### src/rtl/stripes_pkg.sv
// Shared constants, types and precision decode for the Stripes neuron serializer.
package stripes_pkg;

  localparam int unsigned N  = 16;
  localparam int unsigned Tn = 16;
  localparam int unsigned PW = 5;
  localparam int unsigned CW = $clog2(N);

  typedef enum logic {
    IDLE,
    STREAM
  } state_t;

  typedef struct packed {
    logic [Tn-1:0][N-1:0] neurons;
    logic [PW-1:0]        prec;
  } brick_t;

  // Zero means full width; anything wider than a neuron is clamped to full width.
  function automatic logic [PW-1:0] prec_decode(input logic [PW-1:0] raw);
    if (raw == '0 || 32'(raw) > N) return PW'(N);
    return raw;
  endfunction

endpackage

### src/rtl/stripes_brick_slot.sv
// One brick plus decoded precision with a full flag; used for the active and pending slots.
module stripes_brick_slot
  import stripes_pkg::*;
(
  input  logic   clk,
  input  logic   reset,
  input  logic   load,
  input  logic   clear,
  input  brick_t d,
  output brick_t q,
  output logic   full
);

  always_ff @(posedge clk) begin
    if (!reset) begin
      q    <= '0;
      full <= 1'b0;
    end else if (load) begin
      q    <= d;
      full <= 1'b1;
    end else if (clear) begin
      full <= 1'b0;
    end
  end

endmodule

### src/rtl/stripes_neuron_serializer.sv
// Double-buffered MSB-first bit-serializer feeding the Stripes serial inner-product stage.
// Optional zero-brick skipping is enabled by defining STRIPES_SER_ZERO_SKIP_EN.
module stripes_neuron_serializer
  import stripes_pkg::*;
(
  input  logic               clk,
  input  logic               reset,
  input  logic               i_valid,
  output logic               o_ready,
  input  logic [N*Tn-1:0]    i_neurons,
  input  logic [PW-1:0]      i_precision,
  input  logic               i_stall,
  output logic               o_valid,
  output logic [Tn-1:0]      o_bits,
  output logic               o_first_cycle,
  output logic               o_last_cycle,
  output logic [PW-1:0]      o_bit_idx
`ifdef STRIPES_SER_ZERO_SKIP_EN
  ,
  output logic               o_skipped
`endif
);

  state_t        state, state_next;
  logic [PW-1:0] cnt, cnt_next;

  brick_t in_brick, act_d, act_q, pend_q, nxt;
  logic   act_full, pend_full, nxt_full;
  logic   act_load, act_sel_pend, act_clear, pend_load, pend_clear;
  logic   accept, take;

  logic [Tn-1:0] bits_d;
  logic          first_d, last_d;

  always_comb begin
    in_brick.neurons = i_neurons;
    in_brick.prec    = prec_decode(i_precision);
  end

  assign o_ready = ~pend_full;
  assign accept  = i_valid && !pend_full;
  assign act_d   = act_sel_pend ? pend_q : in_brick;

`ifdef STRIPES_SER_ZERO_SKIP_EN
  logic zero_brick;

  // A brick is all-zero if no lane has a set bit inside its streamed precision window.
  always_comb begin
    logic [N-1:0] mask;
    mask       = (32'(in_brick.prec) >= N) ? '1 : ((N'(1) << in_brick.prec) - N'(1));
    zero_brick = 1'b1;
    for (int k = 0; k < Tn; k++) begin
      if ((in_brick.neurons[k] & mask) != '0) zero_brick = 1'b0;
    end
  end

  assign take = accept && !zero_brick;

  always_ff @(posedge clk) begin
    if (!reset) o_skipped <= 1'b0;
    else        o_skipped <= accept && zero_brick;
  end
`else
  assign take = accept;
`endif

  stripes_brick_slot u_active (
    .clk   (clk),
    .reset (reset),
    .load  (act_load),
    .clear (act_clear),
    .d     (act_d),
    .q     (act_q),
    .full  (act_full)
  );

  stripes_brick_slot u_pending (
    .clk   (clk),
    .reset (reset),
    .load  (pend_load),
    .clear (pend_clear),
    .d     (in_brick),
    .q     (pend_q),
    .full  (pend_full)
  );

  always_ff @(posedge clk) begin
    if (!reset) begin
      state <= IDLE;
      cnt   <= '0;
    end else begin
      state <= state_next;
      cnt   <= cnt_next;
    end
  end

  // Next state and slot control; a finishing brick hands over to pending first, then to the input.
  always_comb begin
    state_next   = state;
    cnt_next     = cnt;
    act_load     = 1'b0;
    act_sel_pend = 1'b0;
    act_clear    = 1'b0;
    pend_load    = 1'b0;
    pend_clear   = 1'b0;
    case (state)
      IDLE: begin
        if (take) begin
          act_load   = 1'b1;
          cnt_next   = in_brick.prec - PW'(1);
          state_next = STREAM;
        end
      end
      STREAM: begin
        if (i_stall || cnt != '0) pend_load = take;
        if (!i_stall) begin
          if (cnt != '0) begin
            cnt_next = cnt - PW'(1);
          end else if (pend_full) begin
            act_load     = 1'b1;
            act_sel_pend = 1'b1;
            pend_clear   = 1'b1;
            cnt_next     = pend_q.prec - PW'(1);
          end else if (take) begin
            act_load = 1'b1;
            cnt_next = in_brick.prec - PW'(1);
          end else begin
            act_clear  = 1'b1;
            cnt_next   = '0;
            state_next = IDLE;
          end
        end
      end
      default: state_next = IDLE;
    endcase
  end

  // Output values for the next cycle, derived from the slot contents after this edge.
  always_comb begin
    nxt      = act_load ? act_d : act_q;
    nxt_full = act_load || (act_full && !act_clear);
    bits_d   = '0;
    first_d  = 1'b0;
    last_d   = 1'b0;
    if (nxt_full) begin
      for (int k = 0; k < Tn; k++) begin
        bits_d[k] = nxt.neurons[k][CW'(cnt_next)];
      end
      first_d = (cnt_next == nxt.prec - PW'(1));
      last_d  = (cnt_next == '0);
    end
  end

  always_ff @(posedge clk) begin
    if (!reset) begin
      o_valid       <= 1'b0;
      o_bits        <= '0;
      o_first_cycle <= 1'b0;
      o_last_cycle  <= 1'b0;
      o_bit_idx     <= '0;
    end else begin
      o_valid       <= nxt_full;
      o_bits        <= bits_d;
      o_first_cycle <= first_d;
      o_last_cycle  <= last_d;
      o_bit_idx     <= nxt_full ? cnt_next : '0;
    end
  end

endmodule

### config.mk
export PLATFORM = sky130hd
export DESIGN_NAME = stripes_neuron_serializer
export DESIGN_NICKNAME = d
export VERILOG_FILES = /design/src/rtl/stripes_pkg.sv /design/src/rtl/stripes_brick_slot.sv /design/src/rtl/stripes_neuron_serializer.sv
export SDC_FILE = /design/constraint.sdc
export NUM_CORES = 1
export LEC_CHECK = 0
export ABC_AREA = 1
export CORE_MARGIN = 2
export CORE_UTILIZATION = 45
export CTS_CLUSTER_SIZE = 8
export DETAILED_ROUTE_END_ITERATION = 7
export GPL_TIMING_DRIVEN = 0
export PLACE_DENSITY_LB_ADDON = 0.1
export SYNTH_ARGS = -nofsm -noshare
export SYNTH_HDL_FRONTEND = slang
export SYNTH_SLANG_ARGS = --single-unit
### constraint.sdc
create_clock -name clk -period 6.2 [get_ports clk]
set_clock_uncertainty 0.15 [all_clocks]
set_input_delay 0.62 -clock clk [delete_from_list [all_inputs] [get_ports clk]]
set_output_delay 0.62 -clock clk [all_outputs]
set_load 0.05 [all_outputs]
After elaboration in Yosys (flattened, before gate mapping)
Index checks and enable logic that the tools add are counted.
Word-level totals
  logic and storage cells: 131
  output and inout bits: 25
  input port bits: 265
  bits in registers: 554
Cells by class
  $add $sub $neg: 4
  equal/unequal tests: 1
  magnitude comparators: 2
  reductions and logical operators: 13
  bitwise logic cells: 2
  mux-type cells: 66
Operator list (number)
  $mux W261: 2
  $bmux W1 S4: 16
  $mux W1: 38
  $mux W5: 7
  $sub A5 B1 Y5 const B: 4
  $logic_not A5 Y1: 2
  $pmux W5 S2: 1
  $eq A5 B5 Y1: 1
  $gt A5 B5 Y1 const B: 1
  $lt A4 B5 Y1 const B: 1
  $reduce_bool A5 Y1: 1
  $pmux W1 S2: 2
  $reduce_bool A2 Y1: 2
  $logic_or A1 B1 Y1: 3
  $logic_and A1 B1 Y1: 2
  $logic_not A1 Y1: 2
  $not A1 Y1: 2
  $reduce_and A2 Y1: 1

Longest topological paths before layout
Gate-level depths: netlist (run 1).
  depth after elaboration: 12
  mapped depth: 19

By module
A second synthesis (run 1) with hierarchy kept.
Unflattened totals
  cell total of the unflattened synthesis: 4858
  area, all modules: 30190.2 sq um
By module, submodules not included
  stripes_brick_slot: times used 2, cells each 1136, area an instance 9024.9 sq um
  stripes_neuron_serializer: times used 1, cells each 2586, area an instance 12140.4 sq um

Worst setup path after synthesis (run 1)
Ideal clock, no wire load.
  path type: input to register
  from: in i_precision[3]
  to: reg o_bits[3]
  cell stages on the path: 18
  data arrival time: 2669 ps
  setup slack: 3311 ps
  cells stage by stage: nor2_1 > nand3_1 > ha_1 > inv_1 > nand2_1 > ha_1 > inv_1 > nand2_1 > inv_1 > o21ai_1 > nand2_1 > nand2_2 > inv_2 > buf_1 > nand3_1 > nand3_1 > nand3_1 > a21oi_1
On the way
  longest elaborated chain between the ends: 12
RTL lines
  start, declared: RTL line stripes_neuron_serializer.sv:11  | input logic [PW-1:0] i_precision,
  $gt A5 B5 Y1 / $logic_not A5 Y1 (equally long branches): RTL line stripes_pkg.sv:21  | if (raw == '0 || 32'(raw) > N) return PW'(N);
  $logic_or A1 B1 Y1: RTL line stripes_pkg.sv:21
  $mux W1: RTL line stripes_pkg.sv:21
  $mux W5 *: RTL line stripes_pkg.sv:22  | return raw;
  $sub A5 B1 Y5 *: RTL line stripes_neuron_serializer.sv:110, stripes_neuron_serializer.sv:126
  $mux W5: RTL line stripes_neuron_serializer.sv:124  | end else if (take) begin
  $mux W5: RTL line stripes_neuron_serializer.sv:119  | end else if (pend_full) begin
  $mux W5: RTL line stripes_neuron_serializer.sv:117  | if (cnt != '0) begin
  $mux W5: RTL line stripes_neuron_serializer.sv:116  | if (!i_stall) begin
  $pmux W5 S2 *: RTL line stripes_neuron_serializer.sv:106  | case (state)
  $bmux W1 S4 *: RTL line stripes_neuron_serializer.sv:147  | bits_d[k] = nxt.neurons[k][CW'(cnt_next)];
  $mux W1 (implied by the code) *: RTL line stripes_neuron_serializer.sv:147
  end signal, assigned: RTL line stripes_neuron_serializer.sv:163  | o_bits <= bits_d;
  end, declared: RTL line stripes_neuron_serializer.sv:14  | output logic [Tn-1:0] o_bits,
Every way passes the cells marked *; elsewhere a longest branch is shown, timed or not. The select of a mux whose other input is x is not followed.
A chain may end at the register's enable or synchronous reset.

Worst setup path after layout (run 1)
  from: in i_precision[3]
  to: reg o_bits[14]
Same word-level chain as after synthesis.

==> results of run 1 <==
## through the flow
stage | cells | hold WS (ns)
finish | 5071 | 0.350
global placement | 4982 | 0.326
global route | 5068 | 0.369
detailed placement | 4982 | 0.331
floorplan | 3939 | 0.310
CTS | 5068 | 0.345
## how the worst max path moves through the flow
stage,to,cells past startpoint,slack (ns)
floorplan,o_bits[3],18,3.31
global placement,o_bits[14],19,1.40
detailed placement,o_bits[14],19,1.39
CTS,o_bits[14],19,2.00
global route,o_bits[13],19,1.71
finish,o_bits[14],19,1.64
## where the power goes
part           switching, mW  internal (mW)  leakage [nW]
Sequential             0.128           3.94          4.56
Combinational           2.07          0.908          9.00
Clock                   1.64           2.31          1.03
## kinds of logic (layout without fill, tap and decap cells)
logic type / after synthesis / in the layout / synth area share, %
adder cells (fa/ha/maj): 6 / 6 / 0.291
flip-flops: 554 / 554 / 43.0
AO/OA/AOI/OAI: 334 / 334 / 6.65
AND/OR/NAND/NOR: 2623 / 2623 / 43.1
other: 0 / 3 / 0
buffers and inverters: 421 / 794 / 6.87
XOR/XNOR: 1 / 1 / 0.0340
## registers in the layout (all words and copies together), names as in the netlist
| name | flops |
|---|---|
| o_bit_idx | 5 |
| o_valid | 1 |
| u_pending.q | 261 |
| u_active.full | 1 |
| o_bits | 16 |
| o_last_cycle | 1 |
| u_active.q | 261 |
| cnt | 5 |
| u_pending.full | 1 |
| state | 1 |
| o_first_cycle | 1 |
## final cells by class
type	instances	area (um^2)
antenna	3	7.51
buffer	297	1300
clock buffer	82	2050
clock inverter	4	42.5
fill	5728	24800
inverter	124	467
multi-input combinational	2964	12900
sequential	554	11100
tap	756	946
timing repair buffer	287	2870
## cell usage after synthesis, types with 2 or more instances
library cell | number | area, um^2
a21oi_1 | 35 | 175
a21oi_2 | 2 | 17.5
buf_1 | 12 | 45.0
buf_2 | 89 | 445
buf_4 | 6 | 45.0
buf_6 | 7 | 78.8
clkbuf_1 | 182 | 683
dfxtp_1 | 554 | 11100
ha_1 | 6 | 75.1
inv_1 | 111 | 417
inv_2 | 11 | 41.3
nand2_1 | 1063 | 3990
nand2_2 | 4 | 25.0
nand3_1 | 522 | 2610
nand4_1 | 67 | 419
nor2_1 | 798 | 3000
nor2_2 | 2 | 12.5
nor3_1 | 2 | 10.0
o211ai_1 | 6 | 45.0
o21ai_0 | 267 | 1340
o21ai_1 | 19 | 95.1
o21ai_2 | 2 | 17.5
or2_1 | 11 | 68.8
or2_2 | 151 | 945
## metal layers
metal	wire, um	track usage (%)	up-vias
met2	52000	61.3	2117
met4	8750	24.6	0
met3	15900	9.89	463
met5	0	0	-
met1	48500	53.9	13500
li1	-	-	13200
## worst reg2reg max path, stage by stage, from the launching register on
cell     delay [ns]
dfxtp_1        0.36
inv_1          0.15
ha_1           0.19
inv_1          0.04
nor2_1         0.18
nand2_1        0.20
a21oi_1        0.16
o21ai_1        0.08
nand2_1        0.08
nand2_2        0.20
inv_2          0.31
buf_1          0.85
nand3_1        0.15
nand3_1        0.10
nand3_1        0.12
a21oi_1        0.49
==> results.toml, run 1 <==
[power]
report.power.total_mw = 11.0
p_leak_nw = 14.6
p_per_area_nw_per_um2 = 347
ir_worst_vdd_uv = 202

[min_path]
hold_path_class = "flop to flop"
whs_path_depth = 2
hp-start = "u_active.q[255]"
min_to = "u_active.q[255]"

[placement]
place_ws_ns = 1.39
gp_congestion = 0.997
portBuffers = 287
dp_hpwl_mm = 91.0
placed_cell_area_um2 = 29600

[timing]
rsz0062_at_grt = "no"
hold_viol = 0
finalCritPeriodShare_pct = 73.6
fin_ws_ns = 1.64
slew_violations = 0
relSlewSlack_pct = 23.0
worst_slew_pin_slew_ns = 1.15
fmax_mhz = 219
setup_viol = 0
setup_tns_ns = 0
fin_crit_ns = 4.56

[floorplan]
coreArea_um2 = 56500
die-width_um = 243
start_util_pct = 45.6
die_height_um = 243
die_area_um2 = 59200
ios = 290
row_count = 87

[grt]
grt_max_degree = 11
grtUsageTotal_pct = 41.1
overflow = 0
grt_pass1_vias = 26600
antenna_found_initial = 0
grt_pass1_wl_mm = 177

[yosys]
synth_edf_count = 0
synth_area_um2 = 25800
postSynthAreaPerCell_um2 = 6.54
synth-seq-cells = 554
synth_fp_nets = 4210
synth_cell_types = 34
ys_async_sr_fraction_pct = 0
synth-main-ff-cell = "dfxtp_1"
ys.warnings.count = 0
seq_area_frac_synth_pct = 43.0
synthCells = 3939

[run_status]
status = "completed"

[critical_path]
crit_chain = "clkdlybuf4s50_1, nor2_1, nand3_1, ha_1, inv_1, nand2_1, ha_1, inv_1, nand2_1, inv_1, o21ai_1, nand2_1, nand2_2, inv_2, buf_1, nand3_1, nand3_1, nand3_1, a21oi_1"
crit_family = "buffers and inverters"
crit_type = "input pin to flop"
r2r-start = "cnt[0]"
ff2ff_setup_slack_ns = 2.19
crit_path_start = "i_precision[3]"
cp_num_buf_inv = 6
end_kind = "flop"
r2r_cells = 15
cp.arrival_ns = 4.87
critical_path.startpoint_type = "input pin"
worst_path_most_repeated_cell = "nand3_1"
reg2reg_to = "o_bits[14]"
max_stage_delay_ns = 0.85
cp.required_ns = 6.50
slowest_stage = "buf_1"
crit_fanout = 10

[final_layout]
fin_util_pct = 56.1
finalNetCount = 4578
areaGrowthSynthToFinish_pct = 23.0
final_common_cell = "nand2_1"
fin_area_um2 = 31700
mostFrequentLayoutCells = "1063 x nand2_1, 798 x nor2_1, 554 x dfxtp_1"
drive_above_1_share_pct = 8.49

[drt]
drtIter0Drc = 4143
vias = 29400
drc = 0
drt-total-wl_mm = 125
vias_per_cell = 5.79
wl_per_cell_um = 24.7
drt_first_pass_iters = 7
ant_nets = 0

[cts]
hold_buffers = 0
cts_htree_levels = 3
insertion_delay_ns = 0.64
clk_pin_slew_worst_paths_ns = 0.05
clock_tree.root_cell = "clkbuf_16"
cts_resized = 0
cts_buffers = 79
cts_setup_buffers = 0
clk_path_buf_depth = 3
cts_tree = "done"
cts_sinks = 554

[job]
cap_violations = 0
No activity file was read; power rests on OpenSTA's default activity.
==> run 2, diff against run 1 <==
clock period = 3.95 ns   (was 6.2 ns; I/O delays follow)
==> results.toml, run 2 (same netlist as run 1, synthesis figures left out) <==
[drt]
drc = 0
vias = 29200
drt_first_pass_iters = 6
wl_per_cell_um = 24.6
vias_per_cell = 5.76
drtIter0Drc = 4181
ant_nets = 0
drt-total-wl_mm = 125

[critical_path]
cp_num_buf_inv = 5
max_stage_delay_ns = 0.49
crit_family = "simple AND/OR/NAND/NOR gates"
slowest_stage = "clkdlybuf4s50_1"
crit_chain = "clkdlybuf4s50_1, nor2_1, nand3_1, ha_1, inv_1, nand2_1, ha_1, inv_1, nand2_1, nand3_1, nand3_1, nand3_1, nand2_1, nand2_2, inv_1, clkbuf_2, nand3_1, nand3_1, a21oi_1"
critical_path.startpoint_type = "input pin"
end_kind = "flop"
r2r_cells = 15
r2r-start = "cnt[0]"
crit_fanout = 10
ff2ff_setup_slack_ns = 0.15
crit_type = "input pin to flop"
cp.arrival_ns = 4.28
reg2reg_to = "o_bits[7]"
cp.required_ns = 4.30
worst_path_most_repeated_cell = "nand3_1"

[timing]
setup_viol = 0
setup_tns_ns = 0
slew_violations = 0
hold_viol = 0
rsz0062_at_grt = "no"
worst_slew_pin_slew_ns = 1.19
fmax_mhz = 254
finalCritPeriodShare_pct = 99.5
fin_crit_ns = 3.93
relSlewSlack_pct = 20.7

[power]
pwr-share-comb_pct = 27.2
switching_share_pct = 34.9
p_leak_nw = 14.6
p_clk_share_pct = 35.8
ir_worst_vdd_uv = 316
report.power.total_mw = 17.3
internal_power_mw = 11.2
power_frac_seq_pct = 37.0
switching_power_mw = 6.02
p_per_area_nw_per_um2 = 544

[final_layout]
mostFrequentLayoutCells = "1063 x nand2_1, 798 x nor2_1, 554 x dfxtp_1"
final_common_cell = "nand2_1"
largest_registers = "u_active.q (261), u_pending.q (261), o_bits (16)"
drive_above_1_share_pct = 8.88
fin_util_pct = 56.2
layout.cells.non_filler = 5070
finalNetCount = 4578
areaGrowthSynthToFinish_pct = 23.1

[cts]
cts_sinks = 554
cts_tree = "done"
cts_buffers = 79
clk_path_buf_depth = 3
cts_htree_levels = 3
clock_tree.root_cell = "clkbuf_16"
cts_setup_buffers = 0
clk_pin_slew_worst_paths_ns = 0.06
insertion_delay_ns = 0.64

[grt]
gr-usage-met3_pct = 9.41
overflow = 0
antenna_found_initial = 0
grt_pass1_vias = 26700
use_met2_pct = 61.5
top_usage_layer = "met2"
use_met1_pct = 54.0
grt_pass1_wl_mm = 177
grt_max_degree = 11
grtUsageTotal_pct = 41.1

[floorplan]
start_util_pct = 45.6
die-width_um = 243
row_count = 87
die_height_um = 243
coreArea_um2 = 56500
ios = 290
die_area_um2 = 59200

[placement]
place_inst = 4982
gp_congestion = 0.997
portBuffers = 287
dp_hpwl_mm = 91.0

[min_path]
hp-start = "i_stall"
whs_path_depth = 5
min_to = "state"
hold_path_class = "input pin to flop"

[run_status]
status = "completed"

[job]
cap_violations = 0
## run 2: cell count changes in the layout (fill, tap and decap cells not counted)
cell             before  now
a21oi_2               2    7
diode_2               3    2
a21oi_1              35   30
buf_1                12    5
clkbuf_1            182  177
clkdlybuf4s15_2       0    1
clkbuf_2              1   12
## run 2: layout make-up
class                   count  area, um^2
fillers                  5731       24800
multi-input cells        2964       12900
flip-flops and latches    554       11100
repair buffers            287        2870
clock buffers              82        2050
plain buffers             297        1320
well taps                 756         946
inverters                 124         467
clock inverters             4        42.5
diodes                      2        5.00
## run 2: tightest hold or removal path, cell delays in order
cell	delay, ns
buf_2	0.16
inv_2	0.15
nand2_1	0.07
nand2_1	0.07
a31oi_1	0.08
## run 2: how the worst max path moves through the flow
stage,from,cells after the start,endpoint,slack (ns)
after floorplan,i_precision[3],18,o_bits[3],1.29
after global placement,i_precision[3],19,o_bits[14],-0.63
after detailed placement,i_precision[3],19,o_bits[14],-0.63
after CTS,i_precision[3],19,o_bits[6],0.04
after global routing,i_precision[3],19,o_bits[14],0.02
final,i_precision[3],19,o_bits[7],0.02
## run 2: metrics by stage
stage	worst slack, ns	instance area [um^2]	hold WS (ns)
2_1_floorplan	1.29	25800	0.310
3_3_place_gp	-0.628	29600	0.326
3_5_place_dp	-0.635	29600	0.331
4_1_cts	0.0432	31700	0.200
5_1_grt	0.0169	31700	0.229
6_report	0.0187	31700	0.211
## run 2: metal layers
metal	up-vias	part of all wire (%)
met2	2105	42
met3	476	12
met1	13400	39
li1	13300	-
met5	-	0
met4	0	7.1
## run 2: power by group through the flow
stage          registers (mW)  clock network, mW  logic, mW
6_report                 6.38               6.19       4.70
5_1_grt                  6.43               6.37       4.94
4_1_cts                  6.37               6.15       4.47
3_5_place_dp             6.48                  0       4.43
3_3_place_gp             6.46                  0       4.41
2_1_floorplan            6.55                  0       2.50
## run 2: timing repair
action	CTS	global route
resized for setup	2	23
endpoints found under the setup margin	1	16
hold buffers	0	0
